### src/rtl/vme_bus_arbiter_if.sv
// Signal bundle shared by the two requesters, the arbiter and the register-bank bus.
// The slave modport is the arbiter's view; master is the surrounding environment.
interface vme_bus_arbiter_if #(
    parameter int AW = 18,
    parameter int DW = 32
);
    logic [AW-1:0] M0Addr;
    logic [DW-1:0] M0WrData;
    logic          M0RdMem;
    logic          M0WrMem;
    logic [DW-1:0] M0RdData;
    logic          M0RdDone;
    logic          M0WrDone;
    logic          M0RdError;
    logic          M0WrError;

    logic [AW-1:0] M1Addr;
    logic [DW-1:0] M1WrData;
    logic          M1RdMem;
    logic          M1WrMem;
    logic [DW-1:0] M1RdData;
    logic          M1RdDone;
    logic          M1WrDone;
    logic          M1RdError;
    logic          M1WrError;

    logic [AW-1:0] VMEAddr;
    logic [DW-1:0] VMEWrData;
    logic          VMERdMem;
    logic          VMEWrMem;
    logic [DW-1:0] VMERdData;
    logic          VMERdDone;
    logic          VMEWrDone;
    logic          Busy;

    modport slave (
        input  M0Addr, M0WrData, M0RdMem, M0WrMem,
        output M0RdData, M0RdDone, M0WrDone, M0RdError, M0WrError,
        input  M1Addr, M1WrData, M1RdMem, M1WrMem,
        output M1RdData, M1RdDone, M1WrDone, M1RdError, M1WrError,
        output VMEAddr, VMEWrData, VMERdMem, VMEWrMem,
        input  VMERdData, VMERdDone, VMEWrDone,
        output Busy
    );

    modport master (
        output M0Addr, M0WrData, M0RdMem, M0WrMem,
        input  M0RdData, M0RdDone, M0WrDone, M0RdError, M0WrError,
        output M1Addr, M1WrData, M1RdMem, M1WrMem,
        input  M1RdData, M1RdDone, M1WrDone, M1RdError, M1WrError,
        input  VMEAddr, VMEWrData, VMERdMem, VMEWrMem,
        output VMERdData, VMERdDone, VMEWrDone,
        input  Busy
    );
endinterface

### src/rtl/vme_bus_arbiter.sv
// Two-requester round-robin arbiter for a VME-style register-bank bus: one transaction
// in flight at a time, per-requester pending slot, missing slave done becomes an error.
module vme_bus_arbiter #(
    parameter int AW      = 18,
    parameter int DW      = 32,
    parameter int TIMEOUT = 255   // legal range 1..65535
) (
    input logic              Clk,
    input logic              rst_n,
    vme_bus_arbiter_if.slave bus
);
    // state | meaning
    // IDLE  | bus free; grant a pending slot if any
    // ISSUE | one-cycle bus strobe for the granted transaction
    // WAIT  | address/data held, waiting for the matching done or timeout
    typedef enum logic [1:0] {
        IDLE  = 2'd0,
        ISSUE = 2'd1,
        WAIT  = 2'd2
    } state_t;

    localparam logic [15:0] TC_LOAD = 16'(TIMEOUT - 1);

    state_t state_q, state_d;

    logic [1:0]    req_rd;
    logic [1:0]    req_wr;
    logic [AW-1:0] req_addr  [2];
    logic [DW-1:0] req_wdata [2];

    logic [1:0]    slot_valid_q;
    logic [1:0]    slot_rw_q;
    logic [AW-1:0] slot_addr_q  [2];
    logic [DW-1:0] slot_wdata_q [2];

    logic          owner_q;
    logic          rw_q;
    logic          last_grant_q;
    logic [15:0]   cnt_q;

    logic          grant_en;
    logic          grant_id;
    logic          fin_done;
    logic          fin_timeout;
    logic [1:0]    owns;
    logic [1:0]    consumed;
    logic [1:0]    active;
    logic [1:0]    both;
    logic [1:0]    accept;
    logic [1:0]    reject;

    logic [DW-1:0] rd_data_q [2];
    logic [1:0]    rd_done_q;
    logic [1:0]    wr_done_q;
    logic [1:0]    rd_err_q;
    logic [1:0]    wr_err_q;
    logic [AW-1:0] vme_addr_q;
    logic [DW-1:0] vme_wdata_q;
    logic          vme_rd_q;
    logic          vme_wr_q;

    assign req_rd       = {bus.M1RdMem, bus.M0RdMem};
    assign req_wr       = {bus.M1WrMem, bus.M0WrMem};
    assign req_addr[0]  = bus.M0Addr;
    assign req_addr[1]  = bus.M1Addr;
    assign req_wdata[0] = bus.M0WrData;
    assign req_wdata[1] = bus.M1WrData;

    always_ff @(posedge Clk or negedge rst_n) begin
        if (!rst_n) begin
            state_q <= IDLE;
        end else begin
            state_q <= state_d;
        end
    end

    // Done is checked before the terminal count so a same-cycle ack still succeeds.
    always_comb begin
        state_d     = state_q;
        grant_en    = 1'b0;
        grant_id    = 1'b0;
        fin_done    = 1'b0;
        fin_timeout = 1'b0;
        case (state_q)
            IDLE: begin
                if (|slot_valid_q) begin
                    grant_en = 1'b1;
                    grant_id = (&slot_valid_q) ? ~last_grant_q : slot_valid_q[1];
                    state_d  = ISSUE;
                end
            end
            ISSUE: begin
                state_d = WAIT;
            end
            WAIT: begin
                if (rw_q ? bus.VMEWrDone : bus.VMERdDone) begin
                    fin_done = 1'b1;
                    state_d  = IDLE;
                end else if (cnt_q == 16'd0) begin
                    fin_timeout = 1'b1;
                    state_d     = IDLE;
                end
            end
            default: begin
                state_d = IDLE;
            end
        endcase
    end

    // A slot being consumed this edge may be reloaded by a strobe on the same edge.
    always_comb begin
        owns     = '0;
        consumed = '0;
        active   = '0;
        both     = '0;
        accept   = '0;
        reject   = '0;
        for (int i = 0; i < 2; i++) begin
            owns[i]     = (owner_q == 1'(i));
            consumed[i] = grant_en && (grant_id == 1'(i));
            active[i]   = (state_q != IDLE) && owns[i];
            both[i]     = req_rd[i] && req_wr[i];
            reject[i]   = (req_rd[i] ^ req_wr[i]) &&
                          ((slot_valid_q[i] && !consumed[i]) || active[i]);
            accept[i]   = (req_rd[i] ^ req_wr[i]) && !reject[i];
        end
    end

    always_ff @(posedge Clk or negedge rst_n) begin
        if (!rst_n) begin
            slot_valid_q <= '0;
            slot_rw_q    <= '0;
            for (int i = 0; i < 2; i++) begin
                slot_addr_q[i]  <= '0;
                slot_wdata_q[i] <= '0;
            end
        end else begin
            for (int i = 0; i < 2; i++) begin
                if (accept[i]) begin
                    slot_valid_q[i] <= 1'b1;
                    slot_rw_q[i]    <= req_wr[i];
                    slot_addr_q[i]  <= req_addr[i];
                    if (req_wr[i]) begin
                        slot_wdata_q[i] <= req_wdata[i];
                    end
                end else if (consumed[i]) begin
                    slot_valid_q[i] <= 1'b0;
                end
            end
        end
    end

    always_ff @(posedge Clk or negedge rst_n) begin
        if (!rst_n) begin
            owner_q      <= 1'b0;
            rw_q         <= 1'b0;
            last_grant_q <= 1'b1;
            cnt_q        <= '0;
            vme_addr_q   <= '0;
            vme_wdata_q  <= '0;
            vme_rd_q     <= 1'b0;
            vme_wr_q     <= 1'b0;
        end else begin
            vme_rd_q <= 1'b0;
            vme_wr_q <= 1'b0;
            if (grant_en) begin
                owner_q      <= grant_id;
                rw_q         <= slot_rw_q[grant_id];
                last_grant_q <= grant_id;
                vme_addr_q   <= slot_addr_q[grant_id];
                vme_wdata_q  <= slot_wdata_q[grant_id];
                vme_rd_q     <= !slot_rw_q[grant_id];
                vme_wr_q     <= slot_rw_q[grant_id];
            end
            if (state_q == ISSUE) begin
                cnt_q <= TC_LOAD;
            end else if (state_q == WAIT) begin
                cnt_q <= cnt_q - 16'd1;
            end
        end
    end

    always_ff @(posedge Clk or negedge rst_n) begin
        if (!rst_n) begin
            rd_done_q <= '0;
            wr_done_q <= '0;
            rd_err_q  <= '0;
            wr_err_q  <= '0;
            for (int i = 0; i < 2; i++) begin
                rd_data_q[i] <= '0;
            end
        end else begin
            for (int i = 0; i < 2; i++) begin
                rd_done_q[i] <= fin_done && !rw_q && owns[i];
                wr_done_q[i] <= fin_done && rw_q && owns[i];
                rd_err_q[i]  <= both[i] || (reject[i] && req_rd[i]) ||
                                (fin_timeout && !rw_q && owns[i]);
                wr_err_q[i]  <= both[i] || (reject[i] && req_wr[i]) ||
                                (fin_timeout && rw_q && owns[i]);
                if (fin_done && !rw_q && owns[i]) begin
                    rd_data_q[i] <= bus.VMERdData;
                end
            end
        end
    end

    assign bus.M0RdData  = rd_data_q[0];
    assign bus.M0RdDone  = rd_done_q[0];
    assign bus.M0WrDone  = wr_done_q[0];
    assign bus.M0RdError = rd_err_q[0];
    assign bus.M0WrError = wr_err_q[0];
    assign bus.M1RdData  = rd_data_q[1];
    assign bus.M1RdDone  = rd_done_q[1];
    assign bus.M1WrDone  = wr_done_q[1];
    assign bus.M1RdError = rd_err_q[1];
    assign bus.M1WrError = wr_err_q[1];
    assign bus.VMEAddr   = vme_addr_q;
    assign bus.VMEWrData = vme_wdata_q;
    assign bus.VMERdMem  = vme_rd_q;
    assign bus.VMEWrMem  = vme_wr_q;
    assign bus.Busy      = (state_q != IDLE) || (|slot_valid_q);

    a_one_strobe : assert property (@(posedge Clk) disable iff (!rst_n)
        !(vme_rd_q && vme_wr_q));
    a_strobe_pulse : assert property (@(posedge Clk) disable iff (!rst_n)
        (vme_rd_q || vme_wr_q) |=> !(vme_rd_q || vme_wr_q));
endmodule
### src/flat_wrapper.sv
// flat-port wrapper written by rule: the top's interface ports become plain ports
module vme_bus_arbiter_flat 
#(
    parameter int AW      = 18,
    parameter int DW      = 32,
    parameter int TIMEOUT = 255                          
)
  (Clk, rst_n, bus_M0Addr, bus_M0WrData, bus_M0RdMem, bus_M0WrMem, bus_M0RdData, bus_M0RdDone, bus_M0WrDone, bus_M0RdError, bus_M0WrError, bus_M1Addr, bus_M1WrData, bus_M1RdMem, bus_M1WrMem, bus_M1RdData, bus_M1RdDone, bus_M1WrDone, bus_M1RdError, bus_M1WrError, bus_VMEAddr, bus_VMEWrData, bus_VMERdMem, bus_VMEWrMem, bus_VMERdData, bus_VMERdDone, bus_VMEWrDone, bus_Busy);
  vme_bus_arbiter_if #(.AW(AW), .DW(DW)) bus_i ();
  input logic Clk;
  input logic rst_n;
  input wire logic [$bits(bus_i.M0Addr)-1:0] bus_M0Addr;
  input wire logic [$bits(bus_i.M0WrData)-1:0] bus_M0WrData;
  input wire logic [$bits(bus_i.M0RdMem)-1:0] bus_M0RdMem;
  input wire logic [$bits(bus_i.M0WrMem)-1:0] bus_M0WrMem;
  output wire logic [$bits(bus_i.M0RdData)-1:0] bus_M0RdData;
  output wire logic [$bits(bus_i.M0RdDone)-1:0] bus_M0RdDone;
  output wire logic [$bits(bus_i.M0WrDone)-1:0] bus_M0WrDone;
  output wire logic [$bits(bus_i.M0RdError)-1:0] bus_M0RdError;
  output wire logic [$bits(bus_i.M0WrError)-1:0] bus_M0WrError;
  input wire logic [$bits(bus_i.M1Addr)-1:0] bus_M1Addr;
  input wire logic [$bits(bus_i.M1WrData)-1:0] bus_M1WrData;
  input wire logic [$bits(bus_i.M1RdMem)-1:0] bus_M1RdMem;
  input wire logic [$bits(bus_i.M1WrMem)-1:0] bus_M1WrMem;
  output wire logic [$bits(bus_i.M1RdData)-1:0] bus_M1RdData;
  output wire logic [$bits(bus_i.M1RdDone)-1:0] bus_M1RdDone;
  output wire logic [$bits(bus_i.M1WrDone)-1:0] bus_M1WrDone;
  output wire logic [$bits(bus_i.M1RdError)-1:0] bus_M1RdError;
  output wire logic [$bits(bus_i.M1WrError)-1:0] bus_M1WrError;
  output wire logic [$bits(bus_i.VMEAddr)-1:0] bus_VMEAddr;
  output wire logic [$bits(bus_i.VMEWrData)-1:0] bus_VMEWrData;
  output wire logic [$bits(bus_i.VMERdMem)-1:0] bus_VMERdMem;
  output wire logic [$bits(bus_i.VMEWrMem)-1:0] bus_VMEWrMem;
  input wire logic [$bits(bus_i.VMERdData)-1:0] bus_VMERdData;
  input wire logic [$bits(bus_i.VMERdDone)-1:0] bus_VMERdDone;
  input wire logic [$bits(bus_i.VMEWrDone)-1:0] bus_VMEWrDone;
  output wire logic [$bits(bus_i.Busy)-1:0] bus_Busy;
  assign bus_i.M0Addr = bus_M0Addr;
  assign bus_i.M0WrData = bus_M0WrData;
  assign bus_i.M0RdMem = bus_M0RdMem;
  assign bus_i.M0WrMem = bus_M0WrMem;
  assign bus_M0RdData = bus_i.M0RdData;
  assign bus_M0RdDone = bus_i.M0RdDone;
  assign bus_M0WrDone = bus_i.M0WrDone;
  assign bus_M0RdError = bus_i.M0RdError;
  assign bus_M0WrError = bus_i.M0WrError;
  assign bus_i.M1Addr = bus_M1Addr;
  assign bus_i.M1WrData = bus_M1WrData;
  assign bus_i.M1RdMem = bus_M1RdMem;
  assign bus_i.M1WrMem = bus_M1WrMem;
  assign bus_M1RdData = bus_i.M1RdData;
  assign bus_M1RdDone = bus_i.M1RdDone;
  assign bus_M1WrDone = bus_i.M1WrDone;
  assign bus_M1RdError = bus_i.M1RdError;
  assign bus_M1WrError = bus_i.M1WrError;
  assign bus_VMEAddr = bus_i.VMEAddr;
  assign bus_VMEWrData = bus_i.VMEWrData;
  assign bus_VMERdMem = bus_i.VMERdMem;
  assign bus_VMEWrMem = bus_i.VMEWrMem;
  assign bus_i.VMERdData = bus_VMERdData;
  assign bus_i.VMERdDone = bus_VMERdDone;
  assign bus_i.VMEWrDone = bus_VMEWrDone;
  assign bus_Busy = bus_i.Busy;
  vme_bus_arbiter #(.AW(AW), .DW(DW), .TIMEOUT(TIMEOUT)) u_core (.Clk(Clk), .rst_n(rst_n), .bus(bus_i));
endmodule
### config.mk
export PLATFORM = sky130hd
export DESIGN_NAME = vme_bus_arbiter_flat
export DESIGN_NICKNAME = d
export VERILOG_FILES = /design/src/rtl/vme_bus_arbiter_if.sv /design/src/rtl/vme_bus_arbiter.sv /design/src/flat_wrapper.sv
export SDC_FILE = /design/constraint.sdc
export NUM_CORES = 1
export LEC_CHECK = 0
export BUFFER_PORTS_ARGS = -buffer_cell sky130_fd_sc_hd__buf_2
export CAP_MARGIN = 20
export CORE_UTILIZATION = 45
export CTS_CLUSTER_SIZE = 40
export DETAILED_ROUTE_END_ITERATION = 8
export PLACE_DENSITY = 0.7
export SLEW_MARGIN = 20
export SYNTH_ARGS = -nofsm -noshare
export SYNTH_HDL_FRONTEND = slang
export SYNTH_SLANG_ARGS = --single-unit
export TNS_END_PERCENT = 1
### constraint.sdc
create_clock -name Clk -period 3.5 [get_ports Clk]
set_input_delay 0.175 -clock Clk [delete_from_list [all_inputs] [get_ports Clk]]
set_output_delay 0.175 -clock Clk [all_outputs]
set_load 0.01 [all_outputs]
# Yosys cells after proc, flatten, opt, wreduce, memory -nomap -nowiden
# Index checks and enable logic that the tools add are counted.
[totals]
reg_bits = 249
latchBits = 0
ramBits = 0
rom_bits = 0
in_bits = 140
out_inout_bits = 125
elab_cells = 123
memories = 0
[classes]
addsub = 1
mul = 0
div = 0
magnitude_cmp = 2
eq_ne = 4
shifts = 0
n_mux = 31
bitwise_logic = 6
reduce_logical = 56
[ops]
columns = ["cell", "n"]
rows = [
  ["$mux 32", 3],
  ["$mux 18", 3],
  ["$mux 16", 2],
  ["$logic_and 1x1->1", 28],
  ["$mux 1", 19],
  ["$logic_not 16->1", 1],
  ["$sub 16x1->16 const B", 1],
  ["$logic_or 1x1->1", 11],
  ["$reduce_and 2->1", 4],
  ["$reduce_bool 2->1", 4],
  ["$logic_not 1->1", 6],
  ["$mux 2", 3],
  ["$pmux 2 s3", 1],
  ["$ne 3x1->1 const B", 1],
  ["$not 1->1", 3],
  ["$eq 2x1->1 const B", 1],
  ["$eq 2x2->1 const B", 1],
  ["$ge 2x2->1 const B", 1],
  ["$logic_not 2->1", 1],
  ["$lt 1x2->1 const B", 1],
  ["$ne 2x1->1 const B", 1],
  ["$not 1->2", 1],
  ["$reduce_or 2->1", 1],
  ["$xor 1x1->1", 2],
]

# Longest topological paths before layout
[logic_depth]
ltp_word = 13
depth_mapped = 8
mapped_depth_nobuf = 6

# Worst setup path before layout
# OpenSTA, ideal clock, no wires.
[synth_path]
path_type = "register to register"
start = "register u_core.state_q[0]"
end = "register u_core.slot_wdata_q[18] (netlist name)"
setup_time_ns = 0.125
arrival_time_ns = 1.690
required_ns = 3.375
slack_ns = 1.685
stages_incl_launch_ff = 8
path_buffers = 2
period_less_slack_ns = 1.815
path_cell_list = "dfrtp_1 inv_1 ha_1 buf_4 a21boi_4 o211ai_2 buf_4 mux2_2"
[synth_between]
elab_chain_len = 10
word_cells_on_any_way = 13
cone_classes = "mux (2); reduce/logical (11)"
[synth_lines]
columns = ["element", "line", "text"]
rows = [
  ["from (decl)", "vme_bus_arbiter.sv:24", "state_t state_q, state_d;"],
  ["from (signal assigned)", "vme_bus_arbiter.sv:73", "state_q <= state_d;"],
  ["$logic_not 2->1", "vme_bus_arbiter.sv:84", "case (state_q)"],
  ["$mux 1", "vme_bus_arbiter.sv:84", ""],
  ["$logic_and 1x1->1", "vme_bus_arbiter.sv:120", "consumed[i] = grant_en && (grant_id == 1'(i));"],
  ["$logic_not 1->1", "vme_bus_arbiter.sv:124", "((slot_valid_q[i] && !consumed[i]) || active[i]);"],
  ["$logic_and 1x1->1", "vme_bus_arbiter.sv:124", ""],
  ["$logic_or 1x1->1 *", "vme_bus_arbiter.sv:124", ""],
  ["$logic_and 1x1->1 *", "vme_bus_arbiter.sv:123", "reject[i] = (req_rd[i] ^ req_wr[i]) &&"],
  ["$logic_not 1->1 *", "vme_bus_arbiter.sv:125", "accept[i] = (req_rd[i] ^ req_wr[i]) && !reject[i];"],
  ["$logic_and 1x1->1 *", "vme_bus_arbiter.sv:125", ""],
  ["$reduce_and 2->1 (no line) *", "n/a", ""],
  ["to (signal, indexed assignment)", "vme_bus_arbiter.sv:144", "slot_wdata_q[i] <= req_wdata[i];"],
  ["to (decl)", "vme_bus_arbiter.sv:34", "logic [DW-1:0] slot_wdata_q [2];"],
]
# Mark *: on every way between the ends. The rest lies on a longest branch, timed or not.
# A chain may end at the register's enable or synchronous reset.

# Worst setup path after layout
[layout_path]
start = "register u_core.state_q[0]"
end = "register u_core.slot_wdata_q[41] (netlist name)"
[layout_between]
elab_chain_len = 11
word_cells_on_any_way = 14
cone_classes = "mux (2); bitwise (1); reduce/logical (11)"
[layout_lines]
columns = ["element", "line"]
rows = [
  ["$logic_not 2->1", "vme_bus_arbiter.sv:84"],
  ["$mux 1", "vme_bus_arbiter.sv:84"],
  ["$not 1->1", "vme_bus_arbiter.sv:120"],
  ["$logic_and 1x1->1", "vme_bus_arbiter.sv:120"],
  ["$logic_not 1->1", "vme_bus_arbiter.sv:124"],
  ["$logic_and 1x1->1", "vme_bus_arbiter.sv:124"],
  ["$logic_or 1x1->1 *", "vme_bus_arbiter.sv:124"],
  ["$logic_and 1x1->1 *", "vme_bus_arbiter.sv:123"],
  ["$logic_not 1->1 *", "vme_bus_arbiter.sv:125"],
  ["$logic_and 1x1->1 *", "vme_bus_arbiter.sv:125"],
  ["$reduce_and 2->1 (no line) *", "n/a"],
]
# Marked as above.

==> parameters.txt <==
Parameter                              Value

Run status
  Status    finished with violations
  Failing checks    DRC

Floorplanning
  Die height    152.2 microns
  Ports    265
  Standard-cell rows    54
  Core outline area    21960 sq um
  Starting density of the core    46.21%
  Area of the die    23150 sq um
  Die X    152.2 microns

Power
  Peak supply drop    0.0004911 V
  Sw power    4.200 mW
  Clock group share of total power    24.0%
  Reg power frac    40.0%
  Internal power consumption    8.312 mW
  Relative contribution of combinational cells to total power    36.0%
  Share of total power consumed by net switching    33.57%
  Power Density    890.4 nW/um^2
  Reported leakage power    6.891 nW

Clock network
  Number of buffers inserted by post-CTS setup repair    0
  Clock insertion delay at the later pin of the skew report    0.52 ns
  CTS sink cnt    249
  Clock slew at the register clock pins of the worst setup and hold paths    0.06 ns
  Number of hold buffers added after cts    135
  H-tree depth reported by CTS    1
  Clock tree root driver cell    sky130_fd_sc_hd__clkbuf_16
  Clock buffers created by TritonCTS    27
  Total of cells resized after clock tree synthesis    0
  CTS tree    built
  Clk buf depth    3

Global routing
  Met2 track demand over resource in global routing    37.66%
  Grt peak-use layer    met2
  Overall routing resource usage    21.82%
  First-pass GRT wire length    40.48 mm
  Largest net degree at the start of global routing    106
  Initial antenna violation count    4
  Remaining global-route overflow    0
  Via count of the first global-routing pass    7615
  Met1 Track Usage GR    27.54%
  Met3 track demand over resource in global routing    4.039%

STA
  Sum of negative setup slack    0 ns
  Fin. max-slew vios    0
  Worst slack on hold paths    0.04418 ns
  Clock Skews    0.01477 ns
  Count of final hold-check violations    0
  Actual transition at the worst max-transition pin    1.009 ns
  Fin crit period    2.855 ns
  Setup repair after global routing missed its margin    false
  Maximum clock frequency    350.3 MHz
  Ratio of final minimum period to clock period    81.57%
  Relative slew slack    32.55%
  Setup Viol. Count Final    0

Critical path
  Worst setup EP type    flop
  Type of the setup path with the least slack    reg -> reg
  Required @ worst endpoint    3.89 ns
  Crit-path max FO    33
  CP Data Arrival Time    3.24 ns
  Critical Path Source Type    flop

Placed design
  Placer's final routability congestion estimate    0.7888
  Port Buffers    264
  Half-perimeter wire length of the detailed placement result    15.23 mm

Yosys
  Summed instance area of the synthesized netlist    10150 sq um
  Dominant synthesized flop cell    sky130_fd_sc_hd__dfrtp_1
  Number of flops mapped to enable cells by yosys    0
  Synthesized area per cell    13.77 sq um
  Cells after Synth    737
  Synthesized net count    884
  Warnings, synthesis    0
  Distinct cell type count of the synthesized netlist    50
  Share of flip-flops with an asynchronous set or reset after synthesis    100.0%
  #FFs+latches synth    249
  Sequential element share of the synthesized area    61.42%

Detailed routing
  Remaining DRCs    17
  Post-DR vias/cell    5.065
  Post-Route WL    25.01 mm
  Initial DRT Pass Iterations    6
  Initial DRC Count    401
  Number of vias in the routed layout    7279
  Per-cell routed wire length    17.40 microns
  Antenna-violating nets left    0

Cells and area
  Fraction of final layout cells with drive strength greater than 1    38.87%
  Relative area change from synthesis to final layout    38.48%
  Fill count    1639
  Final-stage net count    1283

Worst hold path
  Hold crit path type    in -> reg

Job
  Count of max-cap constraint violations    0
-- worst max-delay path, stage by stage (launching register included) --
cell and delay, ns:
sky130_fd_sc_hd__dfrtp_1 0.38, sky130_fd_sc_hd__inv_1 0.10, sky130_fd_sc_hd__ha_1 0.40, sky130_fd_sc_hd__nor2_1 0.12, sky130_fd_sc_hd__o2bb2ai_1 0.27, sky130_fd_sc_hd__nand3_2 0.80, sky130_fd_sc_hd__mux2_1 0.64
-- layout make-up --
| type | instances | area [sq um] | area share (%) |
|---|---|---|---|
| multi-input combinational | 439 | 3705 | 26.36 |
| antenna | 2 | 5.005 | 0.03562 |
| sequential | 249 | 6232 | 44.35 |
| inverter | 11 | 41.29 | 0.2938 |
| clock buffer | 39 | 770.7 | 5.485 |
| timing repair buffer | 408 | 2775 | 19.75 |
| tap | 280 | 350.3 | 2.493 |
| clock inverter | 9 | 172.7 | 1.229 |
-- synthesized netlist by cell type (2+ instances only) --
library cell                 n  share of area [%]
sky130_fd_sc_hd__a21bo_2     2               0.20
sky130_fd_sc_hd__a21oi_1     5               0.25
sky130_fd_sc_hd__a31oi_1     3               0.18
sky130_fd_sc_hd__and3_1      2               0.12
sky130_fd_sc_hd__buf_2      22                1.1
sky130_fd_sc_hd__buf_4       8               0.59
sky130_fd_sc_hd__clkbuf_1    7               0.26
sky130_fd_sc_hd__dfrtp_1   248                 61
sky130_fd_sc_hd__ha_1        7               0.86
sky130_fd_sc_hd__inv_1      11               0.41
sky130_fd_sc_hd__mux2_1     49                5.4
sky130_fd_sc_hd__mux2_2    115                 13
sky130_fd_sc_hd__mux2i_1    54                5.3
sky130_fd_sc_hd__nand2_1    70                2.6
sky130_fd_sc_hd__nand2_2     2               0.12
sky130_fd_sc_hd__nand2b_1    4               0.25
sky130_fd_sc_hd__nand3_1     8               0.39
sky130_fd_sc_hd__nand3_2     2               0.20
sky130_fd_sc_hd__nor2_1     10               0.37
sky130_fd_sc_hd__nor2b_1     2               0.12
sky130_fd_sc_hd__nor3_1      2              0.099
sky130_fd_sc_hd__nor4_1      2               0.12
sky130_fd_sc_hd__o21ai_0    60                3.0
sky130_fd_sc_hd__o21ai_1     2              0.099
sky130_fd_sc_hd__o221ai_2    2               0.30
sky130_fd_sc_hd__o31ai_1     4               0.30
sky130_fd_sc_hd__o32a_1      2               0.20
sky130_fd_sc_hd__o41ai_1     3               0.26
sky130_fd_sc_hd__or3_1       3               0.18
sky130_fd_sc_hd__or4_1       3               0.22
sky130_fd_sc_hd__xor2_1      4               0.35
-- sequential cells by signal, summed over array words and instances, names as in the netlist, 16 cells and up --
signal                count
u_core.slot_addr_q       36
u_core.bus.M1RdData      32
u_core.bus.VMEWrData     32
u_core.slot_wdata_q      64
u_core.bus.M0RdData      32
u_core.cnt_q             16
u_core.bus.VMEAddr       18
-- cells in the final DEF (no fill, tap or decap), types with 2 or more instances in the layout --
cell                            synthesis  layout
sky130_fd_sc_hd__o41ai_1                3       3
sky130_fd_sc_hd__dfrtp_1              248     248
sky130_fd_sc_hd__clkbuf_16              0      27
sky130_fd_sc_hd__a21oi_1                5       5
sky130_fd_sc_hd__nand2b_1               4       4
sky130_fd_sc_hd__o32a_1                 2       2
sky130_fd_sc_hd__xor2_1                 4       4
sky130_fd_sc_hd__nor4_1                 2       2
sky130_fd_sc_hd__ha_1                   7       7
sky130_fd_sc_hd__or3_1                  3       3
sky130_fd_sc_hd__or4_1                  3       3
sky130_fd_sc_hd__mux2i_1               54      54
sky130_fd_sc_hd__mux2_1                49      49
sky130_fd_sc_hd__diode_2                0       2
sky130_fd_sc_hd__a31oi_1                3       3
sky130_fd_sc_hd__clkbuf_1               7       7
sky130_fd_sc_hd__a21bo_2                2       2
sky130_fd_sc_hd__nand2_2                2       2
sky130_fd_sc_hd__o221ai_2               2       2
sky130_fd_sc_hd__buf_2                 22     263
sky130_fd_sc_hd__nand2_1               70      70
sky130_fd_sc_hd__nor3_1                 2       2
sky130_fd_sc_hd__o31ai_1                4       4
sky130_fd_sc_hd__nand3_2                2       2
sky130_fd_sc_hd__bufinv_16              0       5
sky130_fd_sc_hd__nor2_1                10      10
sky130_fd_sc_hd__clkinv_2               0       3
sky130_fd_sc_hd__and3_1                 2       2
sky130_fd_sc_hd__nand3_1                8       8
sky130_fd_sc_hd__mux2_2               115     115
sky130_fd_sc_hd__dlygate4sd3_1          0     135
sky130_fd_sc_hd__o21ai_4                0       2
sky130_fd_sc_hd__nor2b_1                2       2
sky130_fd_sc_hd__buf_4                  8       7
sky130_fd_sc_hd__clkbuf_8               0       5
sky130_fd_sc_hd__inv_1                 11      11
sky130_fd_sc_hd__o21ai_0               60      60
sky130_fd_sc_hd__buf_12                 0       2
-- power by group through the flow --
stage / combinational (mW) / clock, mW / sequential, mW
2_1_floorplan: 2.64 / 0 / 5.19
3_3_place_gp: 4.21 / 0 / 4.97
3_5_place_dp: 4.34 / 0 / 5.01
4_1_cts: 4.48 / 3.07 / 4.97
5_1_grt: 4.93 / 3.20 / 5.17
6_report: 4.50 / 3.00 / 5.01
-- worst paths after layout --
| kind | startpoint | end | slack, ns | cells past startpoint |
|---|---|---|---|---|
| setup / recovery | u_core.state_q[0] | u_core.slot_wdata_q[41] | 0.65 | 6 |
| hold / removal | bus_M1RdMem | u_core.rd_err_q[1] | 0.04 | 3 |
| setup reg to reg | u_core.state_q[0] | u_core.slot_wdata_q[41] | 0.65 | 6 |
| hold reg to reg | u_core.bus.VMEWrData[3] | u_core.bus.VMEWrData[3] | 0.47 | 2 |
| max in group asynchronous | rst_n | u_core.bus.M0RdData[1] | 2.25 | 3 |
| min in group asynchronous | rst_n | u_core.bus.M0RdData[13] | 0.31 | 2 |
-- per-stage QoR --
stage	setup WS, ns	cell area [sq um]	instances	utilization, %	power, mW
after floorplan	1.685	10150	737	-	7.833
after global placement	0.7905	11750	1252	53.49	9.177
after global routing	0.4565	14050	1437	63.99	13.30
after CTS	0.6290	14040	1435	63.94	12.52
after detailed placement	0.6609	11750	1252	53.49	9.353
final	0.6452	14050	1437	63.99	12.51
-- routing by layer --
| metal | vias up | share of wire, % | wire length (microns) |
|---|---|---|---|
| met5 | - | 0.10 | 26 |
| met3 | 62 | 4.8 | 1203 |
| met2 | 206 | 50 | 12550 |
| met1 | 3606 | 42 | 10430 |
| met4 | 4 | 3.2 | 797 |
| li1 | 3401 | - | - |
-- logic make-up (layout without fill, tap and decap cells) --
logic type | count (synthesis) | in the layout | share of synthesized area [%]
flip-flops | 249 | 249 | 61.42
AO/OA/AOI/OAI | 90 | 90 | 5.450
adder cells (fa/ha/maj) | 7 | 7 | 0.8631
AND/OR/NAND/NOR | 120 | 120 | 6.017
XOR/XNOR | 4 | 4 | 0.3452
buffers and inverters | 49 | 467 | 2.380
other | 0 | 2 | 0
multiplexers | 218 | 218 | 23.53
Power figures use the tool's default switching activity.
